## src/rtl/mips_cpu_control_if.sv

```systemverilog
// Bus between the multicycle MIPS control FSM and its datapath.
// The slave modport is the controller side; the master modport is the datapath side.
interface mips_cpu_control_if;
  logic [31:0] instr_rdata;
  logic        mem_waitrequest;
  logic        zero;
  logic        equal;
  logic        negative;
  logic        jump_target_zero;
  logic [3:0]  alu_control;
  logic [4:0]  alu_shift_amt;
  logic        alu_src_imm;
  logic        ir_write;
  logic        mem_read;
  logic        mem_write;
  logic        reg_write;
  logic        pc_write;
  logic        branch_taken;
  logic [2:0]  state;
  logic        active;

  modport slave (
    input  instr_rdata, mem_waitrequest, zero, equal, negative, jump_target_zero,
    output alu_control, alu_shift_amt, alu_src_imm, ir_write, mem_read, mem_write,
           reg_write, pc_write, branch_taken, state, active
  );

  modport master (
    output instr_rdata, mem_waitrequest, zero, equal, negative, jump_target_zero,
    input  alu_control, alu_shift_amt, alu_src_imm, ir_write, mem_read, mem_write,
           reg_write, pc_write, branch_taken, state, active
  );
endinterface

```

## src/rtl/mips_cpu_control.sv

```systemverilog
// Multicycle MIPS control unit: FETCH/DECODE/EXEC/MEM/WB sequencing with a HALT on JR $0.
// Strobes decode from the registered state and the current-cycle inputs so stalls and flags act immediately.
module mips_cpu_control (
  input  logic                  clk,
  input  logic                  reset,
  mips_cpu_control_if.slave     bus
);

  typedef enum logic [2:0] {
    S_FETCH  = 3'd0,
    S_DECODE = 3'd1,
    S_EXEC   = 3'd2,
    S_MEM    = 3'd3,
    S_WB     = 3'd4,
    S_HALT   = 3'd5
  } state_t;

  localparam logic [3:0] ALU_ADDU = 4'd0, ALU_SUBU = 4'd1, ALU_AND = 4'd2, ALU_OR  = 4'd3,
                         ALU_XOR  = 4'd4, ALU_SRL  = 4'd5, ALU_SRA = 4'd6, ALU_SLL = 4'd7,
                         ALU_SLT  = 4'd8, ALU_SLTU = 4'd9;

  localparam logic [5:0] OP_RTYPE = 6'h00, OP_BEQ = 6'h04, OP_BNE = 6'h05, OP_BLEZ = 6'h06,
                         OP_BGTZ  = 6'h07, OP_LW  = 6'h23, OP_SW  = 6'h2B;
  localparam logic [5:0] FN_JR = 6'h08;

  state_t      state_q, state_d;
  logic [31:0] ir_q;

  logic [5:0] opcode, funct;
  assign opcode = ir_q[31:26];
  assign funct  = ir_q[5:0];

  // Register fields consumed by the datapath, not by the controller.
  logic unused_ir_fields;
  assign unused_ir_fields = ^ir_q[25:11];

  // Returns {supported, alu op} for an R-type funct field.
  function automatic logic [4:0] rtype_alu(input logic [5:0] f);
    case (f)
      6'h21:   return {1'b1, ALU_ADDU};
      6'h23:   return {1'b1, ALU_SUBU};
      6'h24:   return {1'b1, ALU_AND};
      6'h25:   return {1'b1, ALU_OR};
      6'h26:   return {1'b1, ALU_XOR};
      6'h00:   return {1'b1, ALU_SLL};
      6'h02:   return {1'b1, ALU_SRL};
      6'h03:   return {1'b1, ALU_SRA};
      6'h2A:   return {1'b1, ALU_SLT};
      6'h2B:   return {1'b1, ALU_SLTU};
      default: return {1'b0, ALU_ADDU};
    endcase
  endfunction

  // Returns {supported, alu op} for an immediate ALU opcode.
  function automatic logic [4:0] itype_alu(input logic [5:0] op);
    case (op)
      6'h09:   return {1'b1, ALU_ADDU};
      6'h0C:   return {1'b1, ALU_AND};
      6'h0D:   return {1'b1, ALU_OR};
      6'h0E:   return {1'b1, ALU_XOR};
      6'h0A:   return {1'b1, ALU_SLT};
      6'h0B:   return {1'b1, ALU_SLTU};
      default: return {1'b0, ALU_ADDU};
    endcase
  endfunction

  logic [4:0] r_dec, i_dec;
  assign r_dec = rtype_alu(funct);
  assign i_dec = itype_alu(opcode);

  logic [3:0] alu_ctl;
  logic       alu_imm, irw, mrd, mwr, rwr, pcw, btk;

  always_comb begin
    state_d = state_q;
    alu_ctl = ALU_ADDU;
    alu_imm = 1'b0;
    irw     = 1'b0;
    mrd     = 1'b0;
    mwr     = 1'b0;
    rwr     = 1'b0;
    pcw     = 1'b0;
    btk     = 1'b0;
    case (state_q)
      S_FETCH: begin
        mrd = 1'b1;
        if (!bus.mem_waitrequest) begin
          irw     = 1'b1;
          state_d = S_DECODE;
        end
      end
      S_DECODE: state_d = S_EXEC;
      S_EXEC: begin
        if (opcode == OP_RTYPE) begin
          if (r_dec[4]) begin
            alu_ctl = r_dec[3:0];
            state_d = S_WB;
          end else if (funct == FN_JR) begin
            if (bus.jump_target_zero) begin
              state_d = S_HALT;
            end else begin
              pcw     = 1'b1;
              btk     = 1'b1;
              state_d = S_FETCH;
            end
          end else begin
            pcw     = 1'b1;
            state_d = S_FETCH;
          end
        end else if (i_dec[4]) begin
          alu_ctl = i_dec[3:0];
          alu_imm = 1'b1;
          state_d = S_WB;
        end else if (opcode == OP_LW || opcode == OP_SW) begin
          alu_imm = 1'b1;
          state_d = S_MEM;
        end else if (opcode inside {OP_BEQ, OP_BNE, OP_BLEZ, OP_BGTZ}) begin
          alu_ctl = ALU_SUBU;
          pcw     = 1'b1;
          state_d = S_FETCH;
          case (opcode)
            OP_BEQ:  btk = bus.equal;
            OP_BNE:  btk = !bus.equal;
            OP_BLEZ: btk = bus.zero | bus.negative;
            default: btk = !bus.zero & !bus.negative;
          endcase
        end else begin
          pcw     = 1'b1;
          state_d = S_FETCH;
        end
      end
      S_MEM: begin
        alu_imm = 1'b1;
        if (opcode == OP_LW) mrd = 1'b1;
        else                 mwr = 1'b1;
        if (!bus.mem_waitrequest) begin
          if (opcode == OP_LW) begin
            state_d = S_WB;
          end else begin
            pcw     = 1'b1;
            state_d = S_FETCH;
          end
        end
      end
      S_WB: begin
        rwr     = 1'b1;
        pcw     = 1'b1;
        state_d = S_FETCH;
      end
      S_HALT:  state_d = S_HALT;
      default: state_d = S_FETCH;
    endcase
    // Reset silences everything in the same cycle, including a stalled store.
    if (reset) begin
      alu_ctl = ALU_ADDU;
      alu_imm = 1'b0;
      irw     = 1'b0;
      mrd     = 1'b0;
      mwr     = 1'b0;
      rwr     = 1'b0;
      pcw     = 1'b0;
      btk     = 1'b0;
    end
  end

  always_ff @(posedge clk) begin
    if (reset) begin
      state_q <= S_FETCH;
      ir_q    <= 32'h0000_0000;
    end else begin
      state_q <= state_d;
      if (irw) ir_q <= bus.instr_rdata;
    end
  end

  assign bus.alu_control   = alu_ctl;
  assign bus.alu_shift_amt = ir_q[10:6];
  assign bus.alu_src_imm   = alu_imm;
  assign bus.ir_write      = irw;
  assign bus.mem_read      = mrd;
  assign bus.mem_write     = mwr;
  assign bus.reg_write     = rwr;
  assign bus.pc_write      = pcw;
  assign bus.branch_taken  = btk;
  assign bus.state         = state_q;
  assign bus.active        = (state_q != S_HALT);

endmodule

```

## src/flat_wrapper.sv

```systemverilog
// flat-port wrapper written by rule: the top's interface ports become plain ports
module mips_cpu_control_flat 
  (clk, reset, bus_instr_rdata, bus_mem_waitrequest, bus_zero, bus_equal, bus_negative, bus_jump_target_zero, bus_alu_control, bus_alu_shift_amt, bus_alu_src_imm, bus_ir_write, bus_mem_read, bus_mem_write, bus_reg_write, bus_pc_write, bus_branch_taken, bus_state, bus_active);
  mips_cpu_control_if bus_i ();
  input  logic clk;
  input  logic reset;
  input wire logic [$bits(bus_i.instr_rdata)-1:0] bus_instr_rdata;
  input wire logic [$bits(bus_i.mem_waitrequest)-1:0] bus_mem_waitrequest;
  input wire logic [$bits(bus_i.zero)-1:0] bus_zero;
  input wire logic [$bits(bus_i.equal)-1:0] bus_equal;
  input wire logic [$bits(bus_i.negative)-1:0] bus_negative;
  input wire logic [$bits(bus_i.jump_target_zero)-1:0] bus_jump_target_zero;
  output wire logic [$bits(bus_i.alu_control)-1:0] bus_alu_control;
  output wire logic [$bits(bus_i.alu_shift_amt)-1:0] bus_alu_shift_amt;
  output wire logic [$bits(bus_i.alu_src_imm)-1:0] bus_alu_src_imm;
  output wire logic [$bits(bus_i.ir_write)-1:0] bus_ir_write;
  output wire logic [$bits(bus_i.mem_read)-1:0] bus_mem_read;
  output wire logic [$bits(bus_i.mem_write)-1:0] bus_mem_write;
  output wire logic [$bits(bus_i.reg_write)-1:0] bus_reg_write;
  output wire logic [$bits(bus_i.pc_write)-1:0] bus_pc_write;
  output wire logic [$bits(bus_i.branch_taken)-1:0] bus_branch_taken;
  output wire logic [$bits(bus_i.state)-1:0] bus_state;
  output wire logic [$bits(bus_i.active)-1:0] bus_active;
  assign bus_i.instr_rdata = bus_instr_rdata;
  assign bus_i.mem_waitrequest = bus_mem_waitrequest;
  assign bus_i.zero = bus_zero;
  assign bus_i.equal = bus_equal;
  assign bus_i.negative = bus_negative;
  assign bus_i.jump_target_zero = bus_jump_target_zero;
  assign bus_alu_control = bus_i.alu_control;
  assign bus_alu_shift_amt = bus_i.alu_shift_amt;
  assign bus_alu_src_imm = bus_i.alu_src_imm;
  assign bus_ir_write = bus_i.ir_write;
  assign bus_mem_read = bus_i.mem_read;
  assign bus_mem_write = bus_i.mem_write;
  assign bus_reg_write = bus_i.reg_write;
  assign bus_pc_write = bus_i.pc_write;
  assign bus_branch_taken = bus_i.branch_taken;
  assign bus_state = bus_i.state;
  assign bus_active = bus_i.active;
  mips_cpu_control u_core (.clk(clk), .reset(reset), .bus(bus_i));
endmodule
```

## config.mk

```make
export PLATFORM = sky130hd
export DESIGN_NAME = mips_cpu_control_flat
export DESIGN_NICKNAME = d
export VERILOG_FILES = /design/src/rtl/mips_cpu_control_if.sv /design/src/rtl/mips_cpu_control.sv /design/src/flat_wrapper.sv
export SDC_FILE = /design/constraint.sdc
export NUM_CORES = 1
export LEC_CHECK = 0
export ABC_AREA = 1
export BUFFER_PORTS_ARGS = -buffer_cell sky130_fd_sc_hd__buf_2
export CORE_MARGIN = 1
export CORE_UTILIZATION = 43
export CTS_CLUSTER_DIAMETER = 50
export DETAILED_ROUTE_END_ITERATION = 6
export PLACE_DENSITY = 0.76
export SYNTH_ARGS = -nofsm -noshare
export SYNTH_HDL_FRONTEND = slang
export SYNTH_SLANG_ARGS = --single-unit
```

## constraint.sdc

```tcl
create_clock -name clk -period 1.2 [get_ports clk]
set_input_delay 0.06 -clock clk [delete_from_list [all_inputs] [get_ports clk]]
set_output_delay 0.06 -clock clk [all_outputs]
set_load 0.02 [all_outputs]
```

### Word level (Yosys, flattened, before mapping)

Index checks and enable logic that the tools add are counted.

* eq/ne operators: 30
* multiplexer cells: 53
* bitwise logic cells: 2
* reduce and logical (&&, ||, !) cells: 9

Operator list (count)
* == test 6 bit, second input constant: 9
* one-hot mux 5 bit (10 select lines): 1
* == test 6 x 4 -> 1 bit, second input constant: 7
* 2-to-1 mux 1 bit: 31
* one-hot mux 5 bit (6 select lines): 1
* == test 6 x 3 -> 1 bit, second input constant: 4
* 2-to-1 mux 3 bit: 8
* 2-to-1 mux 4 bit: 6
* one-hot mux 3 bit (5 select lines): 1
* == test 6 x 2 -> 1 bit, second input constant: 2
* logical NOT 6 bit: 2
* == test 3 x 2 -> 1 bit, second input constant: 2
* == test 3 bit, second input constant: 2
* one-hot mux 1 bit (3 select lines): 2
* inequality test 2 bit, second input constant: 2
* one-hot mux 1 bit (2 select lines): 2
* nonzero test 4 bit: 1
* == test 3 x 1 -> 1 bit, second input constant: 1
* logical NOT 1 bit: 3
* logical NOT 3 bit: 1
* inequality test 3 bit, second input constant: 1
* 2-to-1 mux 2 bit: 1
* AND reduction 2 bit: 1
* bitwise AND 1 bit: 1
* other kinds (2): 2

* register bits after elaboration: 35
* bits of input ports: 39
* output and inout bits: 20
* logic and storage cells: 96

### Longest topological paths before layout

Gate-level depths: netlist of run 1.

* depth after elaboration: 9
* gate-level depth with buffers: 10
* mapped depth without buffers: 10

### Least setup slack after synthesis of run 1

Ideal clock, no wire load.

* path kind: register -> output
* start: reg u_core.state_q[2] (netlist: u_core.bus.state[2])
* end: out bus_alu_control[0]
* arrival time: 1.466 ns
* required time: 1.140 ns
* path slack: -0.326 ns
* cell stages (with the launch flop): 8
* buffers on the path: 0
* cells stage by stage: dfxtp_1 -> inv_2 -> nand2_2 -> nor2_1 -> inv_1 -> nor2_1 -> inv_1 -> a211oi_1

* word-level cells in the longest chain between the ends: 3

Ends and longest elaborated chain
* start: declaration: line mips_cpu_control.sv:26 `state_t state_q, state_d;`
* start signal: assignment: line mips_cpu_control.sv:171 `state_q <= state_d;`
* == test 3 x 2 -> 1 bit: line mips_cpu_control.sv:84 `case (state_q)`
* 2-to-1 mux 4 bit: line mips_cpu_control.sv:84
* 2-to-1 mux 4 bit: line mips_cpu_control.sv:154 `if (reset) begin`
* end: declaration: line flat_wrapper.sv:13 `output wire logic [$bits(bus_i.alu_control)-1:0] bus_alu_control;`

Every way passes these cells.

### Worst setup path after layout of run 1

* start: reg u_core.ir_q[31]
* end: out bus_pc_write

* word-level cells in the longest chain between the ends: 7
* elaborated cells between the ends (all ways): 18
* classes of those cells: 8 x eq/ne; 8 x mux; 2 x reduce/logical

Ends and longest elaborated chain
* start: declaration: line mips_cpu_control.sv:27 `logic [31:0] ir_q;`
* start signal: assignment: line mips_cpu_control.sv:172 `if (irw) ir_q <= bus.instr_rdata;`
* parallel branches: the longest is 5 deep, another holds == test 6 x 4 -> 1 bit
* one-hot mux 1 bit (3 select lines) *: line mips_cpu_control.sv:84
* 2-to-1 mux 1 bit *: line mips_cpu_control.sv:154
* end: declaration: line flat_wrapper.sv:20 `output wire logic [$bits(bus_i.pc_write)-1:0] bus_pc_write;`

Mark *: on every way between the ends.

==> results of run 1 <==
[state kept, by name, indices dropped and copies added (netlist names)]
register,count
u_core.ir_q,17
u_core.bus.state,3
[critical path, cell delays in order, from the launching register on]
cell and delay (ns):
dfxtp_2 0.40, nor2_4 0.05, buf_12 0.13, nand3_4 0.10
o21ai_2 0.06, a21oi_2 0.14, nand2_1 0.09, inv_2 0.07
nand3_2 0.08, a21oi_4 0.13, buf_6 0.13
[power by group]
group / internal (µW) / total (µW) / switching [µW]
combinational: 698 / 1510 / 813
clock: 185 / 402 / 217
sequential: 758 / 876 / 118
total: 1640 / 2790 / 1150
[routing by layer]
metal / up-vias / share of wire, % / global-route usage (%)
li1: 898 / - / -
met1: 886 / 38 / 36.4
met2: 90 / 53 / 53.7
met3: 30 / 5.1 / 3.08
met4: 0 / 3.9 / 11.9
met5: - / 0 / 0
[worst paths after layout]
kind	startpoint	end	slack (ns)
setup reg to reg	u_core.ir_q[30]	u_core.bus.state[2]	-0.43
hold / removal	bus_instr_rdata[2]	u_core.ir_q[2]	0.02
setup / recovery	u_core.ir_q[31]	bus_pc_write	-0.54
hold reg to reg	u_core.ir_q[10]	u_core.ir_q[10]	0.53
[cells in the mapped netlist, types with 2 or more instances]
library cell	n
nor2_4	2
buf_4	5
inv_1	21
dfxtp_1	20
a21oi_1	9
nor3_1	2
nand3_1	18
nor2_1	51
inv_2	6
a211oi_2	8
nor2_2	5
buf_1	2
a21oi_2	2
o21ai_0	13
a211oi_1	2
buf_2	2
nand4_1	2
nand2_1	25
[layout make-up]
cell class | instances | area share (%)
repair buffers | 113 | 33.9
repair inverters | 1 | 0.422
well taps | 44 | 2.06
multi-input cells | 150 | 41.1
clock buffers | 4 | 1.36
flip-flops and latches | 20 | 16.4
inverters | 28 | 4.79
[placed cells by master, fill, tap and decap left out, drive strengths merged]
cell | synthesis | routed
a211oi | 10 | 10
a21oi | 11 | 11
a31oi | 1 | 1
buf | 10 | 104
clkbuf | 0 | 4
clkinv | 0 | 1
dfxtp | 20 | 20
dlygate4sd3 | 0 | 9
inv | 28 | 28
nand2 | 26 | 26
nand3 | 20 | 20
nand4 | 3 | 3
nor2 | 59 | 59
nor3 | 2 | 2
o21ai | 15 | 15
o221ai | 1 | 1
o31ai | 1 | 1
or2 | 1 | 1
[per-stage QoR]
step | power [µW] | std cells
2_1_floorplan | 1500 | 208
3_3_place_gp | 1870 | 321
3_5_place_dp | 1900 | 321
4_1_cts | 2540 | 351
5_1_grt | 2910 | 360
6_report | 2790 | 360
[repair_timing]
item / 4_1_cts / 5_1_grt
resized for setup: 76 / 46
endpoints found under the hold margin: 9 / 0
cloned: 2 / 0
pin swaps: 12 / 17
hold buffers: 9 / 0
buffers inserted: 15 / 10
setup endpoints to repair: 26 / 31
[cells by family (layout without fill, tap and decap cells)]
family          Yosys count  in the layout  synth area share, %
compound gates           39             39                 20.1
flops                    20             20                 28.9
simple gates            111            111                 38.4
buf+inv                  38            146                 12.5
==> qor.yml, run 1 <==
status: "complete, but fails checks"
violations_in_the_final_reports: "negative setup slack"
final_layout_size_suffix_gt1_share_pct: 68.4
leakage_uw: 0.00116
nNetsFinal: 356
synth-seq-area-share_pct: 28.9
cts.htree.levels: 1
fin_setup_tns_ns: -8.83
drt-pass1-iter-count: 4
synthesis.area_mm2: 0.00139
slew_violations: 0
cp_data_required_time_ns: 1.14
route.detailed.wl_per_inst_um: 16.1
antenna_left: 0
max-cap-violations: 0
drt-initial-drc-count: 107
rsz0062_at_grt: "yes"
avgViaCountPerCell: 5.29
cp.arrival_ns: 1.68
die_w_um: 58.8
worst_r2r_path_depth: 11
final_clock_skew_ns: 0.00162
design.core.area_mm2: 0.00305
globalplace.congestion: 0.946
yosys-top-cells-area: "dfxtp_1, nor2_1, a211oi_2"
ys_ff_latch: 20
place.port_buffers: 43
grt_pass1_wl_um: 7820
vdd.ir_drop.worst_uv: 1020
synth_edf_count: 0
final_cell_area_mm2: 0.00267
worst_case_setup_slack_after_placement_ns: -0.174
start_util_pct: 45.4
critPathCaptureType: "output pin"
fin_worst_hold_slack_ns: 0.0204
utilization_pct: 87.3
path_max_fanout: 7
dieArea_mm2: 0.00346
max_freq_mhz: 575
cts-root-to-sink-buffers: 2
ys.warnings.count: 0
setup.worst_path.start_class: "flip-flop"
hold_fails_final_rpt: 0
pwr_density_cell_mw_per_mm2: 1050
antenna_cells_inserted: 0
post-route-min-period_ns: 1.74
postSynth.asyncResetShare_pct: 0
relSlewSlack_pct: 72.3
min_path_type: "in2reg"
cell_area_placed_mm2: 0.00199
hold-path-cell-count: 3
regArea_um2: 437
syn_nets: 247
routed-via-count: 1904
grt_pass1_vias: 1776
dp.final_hpwl_um: 2930
drc: 0
synth_cell_types: 31
grt_antenna_before_repair: 0
dieHeight_um: 58.8
timing.setup.critical_path_class: "reg2out"
path_clk_slew_ns: 0.12
grt_remaining_overflow: 0
post-route-worst-setup-slack_ns: -0.539
postSynthCellCount: 208
cts.sink_count: 20
route.final.wire_length_um: 5800
synth_area_leader_cell: "dfxtp_1"
post_synthesis_to_final_layout_area_growth_pct: 92.3
period_utilization_post_route_pct: 145
grt_max_degree: 17
report.final.setup_viol: 31
yosys.area.top_type_share_pct: 28.9
grt.total_usage_pct: 29.9
clockRootBuffer: "clkbuf_4"
fillerInstances: 167
syn-mean-instance-area_um2: 6.67
cts_tree: "yes"
worst-slew-pin-transition_ns: 0.415
design.portCount: 59
multi_input_area_mm2: 0.00110
cts-buffers-inserted: 3
synthFlopType: "dfxtp_1"
clkLatencyLatePin_ns: 0.30
num_rows: 20
(Power assumes the default switching activity.)
==> run 2: changes to the inputs <==
--- a/config.mk
+++ b/config.mk
@@ -12,6 +12,7 @@
 export CTS_CLUSTER_DIAMETER = 50
 export DETAILED_ROUTE_END_ITERATION = 6
 export PLACE_DENSITY = 0.76
+export SKIP_CTS_REPAIR_TIMING = 1
 export SYNTH_ARGS = -nofsm -noshare
 export SYNTH_HDL_FRONTEND = slang
 export SYNTH_SLANG_ARGS = --single-unit
==> run 2 against run 1 <==
- the flow finishes with violations (negative hold slack, negative setup slack)
- routed wire length decreased by 7.3%
- sequential share of layout area increased by 0.34 points
- non-clock buffer count decreased by 11
- setup slack got worse by 0.011 ns
- critical path depth decreased by 2
- via count decreased by 4.4%
- highest routed layer unchanged
==> qor.yml, run 2 (synthesis gave the netlist of run 1 again) <==
cp_data_required_time_ns: 1.14
cts-root-to-sink-buffers: 2
clkLatencyLatePin_ns: 0.30
num_rows: 20
max_freq_mhz: 571
hold_fails_final_rpt: 2
clockRootBuffer: "clkbuf_4"
timing.setup.critical_path_class: "reg2out"
cp.arrival_ns: 1.69
registers.top_by_ff_count: "u_core.ir_q"
cts-buffers-inserted: 3
place.port_buffers: 43
nNetsFinal: 345
grt_pass1_wl_um: 6240
multi_input_area_mm2: 0.00112
crit_path_start: "u_core.ir_q[27]"
worst-path-buf-inv: 3
antenna_cells_inserted: 0
grt_max_degree: 27
violations_in_the_final_reports: "negative hold slack, negative setup slack"
layout.cells.most_common_list: "buf_4, buf_2, nor2_1"
drt-pass1-iter-count: 4
grt.total_usage_pct: 23.5
slew_violations: 0
worst_path_largest_cell_delay_ns: 0.39
critPathCaptureType: "output pin"
dieHeight_um: 58.8
design.portCount: 59
route.final.wire_length_um: 5370
dp.final_hpwl_um: 2930
path_clk_slew_ns: 0.12
max_reg_flops: 17
leakage_uw: 0.00112
route.detailed.wl_per_inst_um: 15.4
pwr_density_cell_mw_per_mm2: 1070
die_w_um: 58.8
min_path_type: "in2reg"
avgViaCountPerCell: 5.21
final_clock_skew_ns: 0.00467
post-route-min-period_ns: 1.75
post_synthesis_to_final_layout_area_growth_pct: 88.4
final_layout_size_suffix_gt1_share_pct: 70.2
critical_path.slowest_cell: "dfxtp_4"
layout_commonest_cell: "buf_4"
fin_worst_hold_slack_ns: -0.0217
report.final.setup_viol: 31
setup.worst_path.start_class: "flip-flop"
worst-slew-pin-transition_ns: 0.425
drc: 0
design.core.area_mm2: 0.00305
routed-via-count: 1820
final_cell_area_mm2: 0.00261
drt-initial-drc-count: 102
cell_area_placed_mm2: 0.00199
grt_antenna_before_repair: 0
fillerInstances: 176
path_cells: "nand2_1, inv_1, nand3_2, nand2_1, o21ai_0, inv_1, a21oi_4, buf_6"
antenna_left: 0
holdCritStartpoint: "bus_instr_rdata[9]"
post-route-worst-setup-slack_ns: -0.550
cts_tree: "yes"
dieArea_mm2: 0.00346
period_utilization_post_route_pct: 146
vdd.ir_drop.worst_uv: 983
timing.critical_path.max_delay_family: "flip-flops"
cts.sink_count: 20
start_util_pct: 45.4
status: "complete, but fails checks"
rsz0062_at_grt: "yes"
cts.htree.levels: 1
worst_case_setup_slack_after_placement_ns: -0.174
grt_remaining_overflow: 0
grt_pass1_vias: 1550
r2r_start: "u_core.ir_q[31]"
regArea_um2: 437
max-cap-violations: 0
relSlewSlack_pct: 71.6
path_max_fanout: 4
globalplace.congestion: 0.946
-- run 2: final cells by class --
type | instances | area share (%)
multi-input combinational | 150 | 43.0
timing repair buffer | 102 | 31.4
sequential | 20 | 16.7
inverter | 28 | 4.98
tap | 44 | 2.11
clock buffer | 4 | 1.39
timing repair inverter | 1 | 0.431
-- run 2: path summary, 6_finish.rpt --
check	endpoint	slack, ns	depth (start not counted)
worst max-delay path	bus_pc_write	-0.55	8
worst min-delay path	u_core.ir_q[9]	-0.02	3
worst max register to register	u_core.bus.state[0]	-0.30	9
worst min register to register	u_core.ir_q[6]	0.51	2
-- run 2: worst min-delay path, cell delays in order --
cell and delay [ns]:
buf_2 0.07, nor2_1 0.03, nor2_1 0.08
-- run 2: metrics by stage --
| step | hold slack, ns | utilization (%) | power, µW | std cells | TNS (ns) |
|---|---|---|---|---|---|
| 5_1_grt | 0.000482 | 85.6 | 2930 | 349 | -9.98 |
| 4_1_cts | -0.0331 | 66.4 | 2290 | 325 | -5.61 |
| 3_5_place_dp | 0.288 | 65.2 | 1900 | 321 | -1.50 |
| 3_3_place_gp | 0.280 | 65.2 | 1870 | 321 | -1.19 |
| 6_report | -0.0217 | 85.6 | 2800 | 349 | -7.93 |
| 2_1_floorplan | 0.195 | - | 1500 | 208 | -0.169 |
-- run 2: report_power, final --
part | switching (µW) | leakage, µW | internal, µW
combinational | 823 | 0.000929 | 704
sequential | 111 | 0.000173 | 758
clock | 219 | 0.0000210 | 185
-- run 2: metal layers --
layer	track usage, %	share of wire [%]	vias up
met1	28.4	40	861
li1	-	-	874
met4	10.2	2.7	0
met3	4.18	4.1	18
met2	40.6	53	67
met5	0	0	-
==> run 3: changes to the inputs <==
--- a/config.mk
+++ b/config.mk
@@ -8,10 +8,11 @@
 export ABC_AREA = 1
 export BUFFER_PORTS_ARGS = -buffer_cell sky130_fd_sc_hd__buf_2
 export CORE_MARGIN = 1
-export CORE_UTILIZATION = 43
+export CORE_UTILIZATION = 37
+export CTS_BUF_LIST = sky130_fd_sc_hd__clkbuf_16
 export CTS_CLUSTER_DIAMETER = 50
 export DETAILED_ROUTE_END_ITERATION = 6
-export PLACE_DENSITY = 0.76
+export PLACE_DENSITY = 0.67
 export SKIP_CTS_REPAIR_TIMING = 1
 export SYNTH_ARGS = -nofsm -noshare
 export SYNTH_HDL_FRONTEND = slang
==> run 3 against run 2 <==
- the flow finishes with violations (negative setup slack)
- setup slack improved by 0.11 ns
- register-to-register slack improved by 0.19 ns
- global-route usage fell by 4.1 points
- critical path depth rose by 2
- sequential share of layout area rose by 0.82 points
- critical path type unchanged
==> qor.yml, run 3 (synthesis gave the netlist of run 1 again) <==
vdd.ir_drop.worst_uv: 1130
nNetsFinal: 331
fillerInstances: 277
utilization_pct: 70.3
placed_cells: 324
grt_max_degree: 27
path_max_fanout: 7
grt_remaining_overflow: 0
cell_area_placed_mm2: 0.00199
place.port_buffers: 43
die_w_um: 63.2
total_switching_power_uw: 1070
drt-pass1-iter-count: 4
globalplace.congestion: 0.870
min_path_type: "in2reg"
worst-path-buf-inv: 3
cp.arrival_ns: 1.58
cts.htree.levels: 1
post-route-min-period_ns: 1.64
design.portCount: 59
post_synthesis_to_final_layout_area_growth_pct: 76.0
setup.worst_path.start_class: "flip-flop"
drc: 0
critical_path.slowest_cell: "dfxtp_2"
met3RoutedLength_um: 159
final_clock_skew_ns: 0.00220
report.final.setup_viol: 29
layout.cells.non_filler: 337
worst-slew-pin-transition_ns: 0.353
drt-initial-drc-count: 80
routed.top_layer: "met4"
rsz0062_at_grt: "yes"
grt_pass1_vias: 1440
path_clk_slew_ns: 0.05
power_frac_seq_pct: 29.6
timing.setup.critical_path_class: "reg2out"
hold_fails_final_rpt: 0
clockRootBuffer: "clkbuf_16"
path_cells: "nor2_4, buf_12, nand3_4, o21ai_2, a21oi_2, nand2_1, inv_2, nand3_2, a21oi_4, buf_6"
registers.top_by_ff_count: "u_core.ir_q"
grt_pass1_wl_um: 6200
path_depth: 10
max_reg_flops: 17
layout_commonest_cell: "buf_4"
status: "complete, but fails checks"
cts-buffers-inserted: 3
cts-root-to-sink-buffers: 2
cts.sink_count: 20
clkLatencyLatePin_ns: 0.25
violations_in_the_final_reports: "negative setup slack"
final_cell_area_mm2: 0.00244
timing.critical_path.max_delay_family: "flip-flops"
avgViaCountPerCell: 4.93
fin_setup_tns_ns: -4.45
hold-path-cell-count: 3
p_sw_share_pct: 37.1
combinationalPowerShare_pct: 46.7
met2_length_um: 2120
route.final.wire_length_um: 4200
holdCritStartpoint: "bus_instr_rdata[10]"
routed-via-count: 1661
clkPwrFrac_pct: 23.6
wirelength_met1_um: 1860
worst_case_setup_slack_after_placement_ns: -0.189
start_util_pct: 40.0
grt.total_usage_pct: 19.4
period_utilization_post_route_pct: 136
num_rows: 21
antenna_left: 0
regArea_um2: 428
crit_path_start: "u_core.ir_q[31]"
layout.cells.most_common_list: "buf_4, buf_2, nor2_1"
slew_violations: 0
max-cap-violations: 0
relSlewSlack_pct: 76.4
design.core.area_mm2: 0.00347
worst_path_largest_cell_delay_ns: 0.35
grt_antenna_before_repair: 0
max_freq_mhz: 611
route.detailed.wl_per_inst_um: 12.5
multi_input_area_mm2: 0.00107
cp_data_required_time_ns: 1.14
r2r_start: "u_core.ir_q[31]"
dieArea_mm2: 0.00400
final_layout_size_suffix_gt1_share_pct: 66.3
p_int_uw: 1810
pwr_density_cell_mw_per_mm2: 1180
leakage_uw: 0.00105
cts_tree: "yes"
post-route-worst-setup-slack_ns: -0.436
worst_r2r_path_depth: 8
dieHeight_um: 63.2
critPathCaptureType: "output pin"
antenna_cells_inserted: 0
dp.final_hpwl_um: 2890
==> run 3: cell types whose count changed in the layout (fill, tap and decap cells not counted), moves of 4 or more <==
cell	before	now
buf_4	46	39
dlygate4sd3_1	6	0
inv_1	10	14
inv_2	13	9
nand2_1	18	22
nand3_1	9	15
nand3_2	8	3
nor2_1	28	23
nor2_2	15	19
o21ai_0	2	7
==> run 3: power by group through the flow <==
| stage | clock network (µW) | logic (µW) | registers, µW |
|---|---|---|---|
| floorplan | 0 | 651 | 847 |
| global route | 717 | 1450 | 864 |
| detailed placement | 0 | 1040 | 841 |
| global placement | 0 | 1030 | 838 |
| finish | 680 | 1340 | 853 |
| CTS | 699 | 1050 | 827 |
==> run 3: layout make-up <==
type,count,area share (%)
Timing Repair Buffer,88,27.2
Tap cell,46,2.36
Timing Repair inverter,1,0.462
Sequential cell,20,17.5
Inverter,28,5.44
Multi-Input combinational cell,150,43.7
Clock inverter,1,0.154
Clock buffer,3,3.08
==> run 3: through the flow <==
step,hold WS [ns],total power [µW]
3_5_place_dp,0.293,1880
3_3_place_gp,0.279,1870
5_1_grt,0.0474,3030
6_report,0.0383,2880
4_1_cts,0.0273,2570
2_1_floorplan,0.195,1500
==> run 3: path summary, 6_finish.rpt <==
path	slack (ns)	to
worst max register to register	-0.11	u_core.bus.state[0]
worst min-delay path	0.04	u_core.ir_q[10]
worst min register to register	0.51	u_core.ir_q[7]
worst max-delay path	-0.44	bus_pc_write
==> run 3: routing by layer <==
layer | up-vias | global-route usage [%]
met5 | - | 0
met4 | 0 | 5.11
met3 | 6 | 2.90
met2 | 54 | 32.4
met1 | 757 | 25.9
li1 | 844 | -
==> run 3: worst register-to-register path, stage by stage (launching register included) <==
cell	delay [ns]
dfxtp_2	0.33
nor2_4	0.12
buf_12	0.14
nand4_4	0.15
nor2_2	0.14
nand3_1	0.11
nand4_1	0.09
nand3_1	0.08
o21ai_2	0.08
